$ cat config.mk
export PLATFORM = sky130hd
export DESIGN_NAME = run_detector_flat
export DESIGN_NICKNAME = d
export VERILOG_FILES = /design/src/rtl/run_detector_if.sv /design/src/rtl/run_detector.sv /design/src/flat_wrapper.sv
export SDC_FILE = /design/constraint.sdc
export NUM_CORES = 1
export LEC_CHECK = 0
export BUFFER_PORTS_ARGS = -buffer_cell sky130_fd_sc_hd__buf_2
export CAP_MARGIN = 20
export CORE_AREA = 2 2 39 41
export CTS_CLUSTER_DIAMETER = 200
export CTS_CLUSTER_SIZE = 12
export DETAILED_ROUTE_END_ITERATION = 16
export DIE_AREA = 0 0 41 43
export GPL_TIMING_DRIVEN = 0
export REMOVE_ABC_BUFFERS = 1
export SYNTH_ARGS = -nofsm -noshare
export SYNTH_HDL_FRONTEND = slang
export SYNTH_SLANG_ARGS = --single-unit
$ cat constraint.sdc
create_clock -name clock -period 1.3 [get_ports clock]
set_input_delay 0.195 -clock clock [delete_from_list [all_inputs] [get_ports clock]]
set_output_delay 0.195 -clock clock [all_outputs]
set_load 0.005 [all_outputs]
$ cat src/rtl/run_detector_if.sv
// run_detector_if: sample inputs and detector observation outputs of run_detector
interface run_detector_if #(
  parameter int CNT_W = 4,
  parameter int EVT_W = 8
);
  logic en;
  logic clear;
  logic polarity;
  logic x;
  logic [CNT_W-1:0] run_count;
  logic y;
  logic y_pulse;
  logic [EVT_W-1:0] events;
  modport master (output en, clear, polarity, x, input run_count, y, y_pulse, events);
  modport slave (input en, clear, polarity, x, output run_count, y, y_pulse, events);
endinterface

$ cat src/rtl/run_detector.sv
// run_detector: Moore run-length detector with saturating run counter, entry strobe and event counter.
// Define RUN_DETECTOR_EVTCNT_EN to build the events counter; otherwise events is tied to 0.
module run_detector #(
  parameter int RUN_LEN = 2,
  parameter int CNT_W = 4,
  parameter int EVT_W = 8
) (
  input logic clock,
  input logic reset,
  run_detector_if.slave bus
);
  localparam logic [CNT_W-1:0] SAT = '1;
  localparam logic [CNT_W-1:0] LEN = CNT_W'(RUN_LEN);
  localparam logic [CNT_W-1:0] PRE = CNT_W'(RUN_LEN - 1);
  logic [CNT_W-1:0] cnt;
  logic pulse;
  logic hit;
  logic entry;
  assign hit = bus.x == bus.polarity;
  // the count only ever passes RUN_LEN-1 once per run, so saturation cannot retrigger an entry
  assign entry = bus.en && !bus.clear && hit && cnt == PRE;
  always_ff @(posedge clock or negedge reset)
    if (!reset) begin
      cnt <= '0;
      pulse <= 1'b0;
    end else if (bus.clear) begin
      cnt <= '0;
      pulse <= 1'b0;
    end else if (!bus.en) begin
      pulse <= 1'b0;
    end else begin
      cnt <= !hit ? '0 : cnt == SAT ? cnt : cnt + 1'b1;
      pulse <= entry;
    end
`ifdef RUN_DETECTOR_EVTCNT_EN
  logic [EVT_W-1:0] evt;
  always_ff @(posedge clock or negedge reset)
    if (!reset) evt <= '0;
    else if (bus.clear) evt <= '0;
    else if (entry) evt <= evt + 1'b1;
  assign bus.events = evt;
`else
  assign bus.events = '0;
`endif
  assign bus.run_count = cnt;
  assign bus.y = cnt >= LEN;
  assign bus.y_pulse = pulse;
endmodule

$ cat src/flat_wrapper.sv
// flat-port wrapper written by rule: the top's interface ports become plain ports
module run_detector_flat 
#(
  parameter int RUN_LEN = 2,
  parameter int CNT_W = 4,
  parameter int EVT_W = 8
)
  (clock, reset, bus_en, bus_clear, bus_polarity, bus_x, bus_run_count, bus_y, bus_y_pulse, bus_events);
  run_detector_if #(.CNT_W(CNT_W), .EVT_W(EVT_W)) bus_i ();
  input logic clock;
  input logic reset;
  input wire logic [$bits(bus_i.en)-1:0] bus_en;
  input wire logic [$bits(bus_i.clear)-1:0] bus_clear;
  input wire logic [$bits(bus_i.polarity)-1:0] bus_polarity;
  input wire logic [$bits(bus_i.x)-1:0] bus_x;
  output wire logic [$bits(bus_i.run_count)-1:0] bus_run_count;
  output wire logic [$bits(bus_i.y)-1:0] bus_y;
  output wire logic [$bits(bus_i.y_pulse)-1:0] bus_y_pulse;
  output wire logic [$bits(bus_i.events)-1:0] bus_events;
  assign bus_i.en = bus_en;
  assign bus_i.clear = bus_clear;
  assign bus_i.polarity = bus_polarity;
  assign bus_i.x = bus_x;
  assign bus_run_count = bus_i.run_count;
  assign bus_y = bus_i.y;
  assign bus_y_pulse = bus_i.y_pulse;
  assign bus_events = bus_i.events;
  run_detector #(.RUN_LEN(RUN_LEN), .CNT_W(CNT_W), .EVT_W(EVT_W)) u_core (.clock(clock), .reset(reset), .bus(bus_i));
endmodule
==> impl_metrics.csv <==
group,metric,value,unit
setup_path,worst-path-buf-inv,1,
final_layout,syn_to_final_growth,27.7,%
sta,setup-violations-final,1,
clock_tree,cts_buffers,3,
die,die_w,41,um
yosys,ys_seq_area_share,32.2,%
power_and_ir_drop,pwr-share-clk,42.6,%
job,cap_violations,0,
power_and_ir_drop,p_int,306,uW
setup_path,crit_required,1.11,ns
setup_path,slowest_delay,0.42,ns
global_route,antenna_found_initial,0,
min_path,hold_class,"input pin to register",
sta,rsz0062_at_grt,"true",
clock_tree,clockRootBuffer,"clkbuf_4",
yosys,synth-simple-area-share,16.4,%
placed_design,dp_hpwl,616,um
sta,layout_min_cycle_time,1.56,ns
power_and_ir_drop,p_leak,0.238,nW
die,start_util,28.1,%
final_layout,drive_gt1_share,41.4,%
yosys,synth.area.mux_share,0,%
yosys,synthCells,43,
clock_tree,clk_pin_slew,0.04,ns
clock_tree,cts_sinks,5,
route,drt-wirelength-per-cell,10.7,um
route,avgViaCountPerCell,4.74,
yosys,synth_fa_ha_area_share,9.65,%
route,firstDrtPassIters,4,
power_and_ir_drop,p_seq_share,40.0,%
final_layout,final_common_cell,"buf_2",
route,finalWirelength,795,um
die,die_area,1760,sq um
setup_path,end_kind,"primary output",
setup_path,path_max_fanout,5,
sta,period_share,120,%
power_and_ir_drop,power_frac_comb,17.4,%
route,ant_nets,0,
yosys,yosysWarnings,0,
setup_path,crit_chain,"ha_2 > or4_1 > buf_2",
yosys,ys_ff_latch,5,
clock_tree,clock_path_buffers,2,
power_and_ir_drop,p_sw_share,25.3,%
global_route,grt.total_usage,10.8,%
global_route,grt_pass1_vias,316,
sta,hold_viol,0,
power_and_ir_drop,p_sw,104,uW
setup_path,crit_arrival,1.36,ns
status,outcome,"complete, but fails checks",
setup_path,path_class,"register to primary output",
setup_path,start_kind,"register",
global_route,grt_pass1_wl,1280,um
yosys,synth_compound_area_share,16.1,%
clock_tree,tritoncts,"done",
die,die_y,43,um
setup_path,slowest_stage,"dfrtp_2",
sta,fmax,641,MHz
yosys,synth_top_family_by_area,"buffers and inverters",
placed_design,gp_congestion,0.735,
route,drc_errors,0,
final_layout,diodes,0,
clock_tree,worstSkewPairLatency,0.24,ns
final_layout,fin_nets,68,
clock_tree,htreeDepth,1,
yosys,synth.distinct_cells,21,
global_route,globalRouteOverflowTotal,0,
status,violations,"negative setup slack",
setup_path,cp_top_family,"flip-flops",
final_layout,fill_cells,148,
power_and_ir_drop,ir_drop,0.178,mV
sta,setup_ws,-0.260,ns
yosys,synth_xor_area_share,4.18,%
final_layout,fin_util,35.9,%
route,detail_route.iter0.violations,10,
die,rows,14,
sta,drv_slew,0,
sta,fin_worst_skew,0.00166,ns
die,io_pins,20,
placed_design,portBuffers,11,
final_layout,mostFrequentLayoutCells,"buf_2 (11), conb_1 (8), inv_1 (3), clkbuf_4 (3), dfrtp_2 (3)",
placed_design,post-place-ws,-0.187,ns
yosys,syn_area,389,sq um
final_layout,instances_no_fill,74,
yosys,avgSynthCellArea,9.05,sq um
route,dr_total_vias,351,
power_and_ir_drop,powerDensity,825,nW/um^2
global_route,grt_max_degree,10,
die,coreArea,1380,sq um
placed_design,place_inst,67,
## power groups by stage
stage | combinational (mW) | clock [mW] | sequential [mW]
after floorplan | 0.0293 | 0 | 0.168
after global placement | 0.0549 | 0 | 0.169
after detailed placement | 0.0567 | 0 | 0.169
after CTS | 0.0686 | 0.185 | 0.164
after global routing | 0.0820 | 0.198 | 0.164
final | 0.0714 | 0.175 | 0.164
## cell families after synthesis
| family | Yosys count |
|---|---|
| simple gates | 11 |
| compound gates | 9 |
| xor+xnor | 1 |
| buf+inv | 13 |
| flops | 5 |
| fa+ha+maj | 3 |
| other cells | 1 |
## layout make-up
class | count | area [sq um] | share of cell area, %
multi-input cells | 32 | 230 | 46.3
well taps | 16 | 20.0 | 4.03
inverters | 3 | 11.3 | 2.27
flip-flops and latches | 5 | 129 | 25.9
repair buffers | 14 | 80.1 | 16.1
clock buffers | 4 | 26.3 | 5.29
## sequential cells by signal, indices dropped and copies added, names as in the netlist
| register | count |
|---|---|
| u_core.bus.run_count | 4 |
| u_core.bus.y_pulse | 1 |
## worst paths after layout
| path | from | end | slack (ns) | depth (start not counted) |
|---|---|---|---|---|
| hold / removal | bus_clear | u_core.bus.run_count[3] | 0.21 | 2 |
| max in group asynchronous | reset | u_core.bus.run_count[0] | 0.86 | 2 |
| min in group asynchronous | reset | u_core.bus.run_count[3] | 0.30 | 2 |
| setup / recovery | u_core.bus.run_count[1] | bus_y | -0.26 | 3 |
| hold reg to reg | u_core.bus.run_count[0] | u_core.bus.run_count[0] | 0.60 | 2 |
| setup reg to reg | u_core.bus.run_count[1] | u_core.bus.run_count[3] | 0.07 | 5 |
## Yosys cell counts (all sizes together)
cell type,count,area (sq um)
and3,1,7.51
dfrtp,5,125
nor2,2,7.51
nand2,1,3.75
or4,1,7.51
nand3,2,10.0
ha,3,37.5
xnor2,1,16.3
nand4,2,12.5
buf,9,63.8
nand2b,1,6.26
clkbuf,1,5.00
a211oi,2,15.0
nor4b,1,8.76
conb,1,3.75
inv,3,11.3
o21ai,2,10.0
a41oi,2,17.5
a21oi,1,5.00
o31ai,2,15.0
## metal layers
| layer | share of wire, % | vias up | global-route usage [%] |
|---|---|---|---|
| met4 | 0 | 0 | 8.00 |
| li1 | - | 169 | - |
| met5 | 0 | - | 0 |
| met2 | 51 | 15 | 16.6 |
| met3 | 6.8 | 0 | 1.57 |
| met1 | 42 | 167 | 12.8 |
## per-stage QoR
| step | setup TNS (ns) | cell area (sq um) | hold WS [ns] | total power [mW] |
|---|---|---|---|---|
| 4_1_cts | -0.277 | 482 | 0.206 | 0.417 |
| 5_1_grt | -0.315 | 497 | 0.209 | 0.445 |
| 6_report | -0.260 | 497 | 0.211 | 0.410 |
| 2_1_floorplan | 0 | 347 | -0.101 | 0.197 |
| 3_3_place_gp | -0.151 | 422 | 0.00781 | 0.224 |
| 3_5_place_dp | -0.187 | 422 | 0.0135 | 0.226 |
## repair_timing
item,4_1_cts,5_1_grt
resized for setup,5,3
pin swaps,1,2
endpoints found under the setup margin,1,4
buffers inserted,2,0
hold buffers,1,0
endpoints found under the hold margin,5,0
Note: power is estimated with default switching activity, not from simulation.
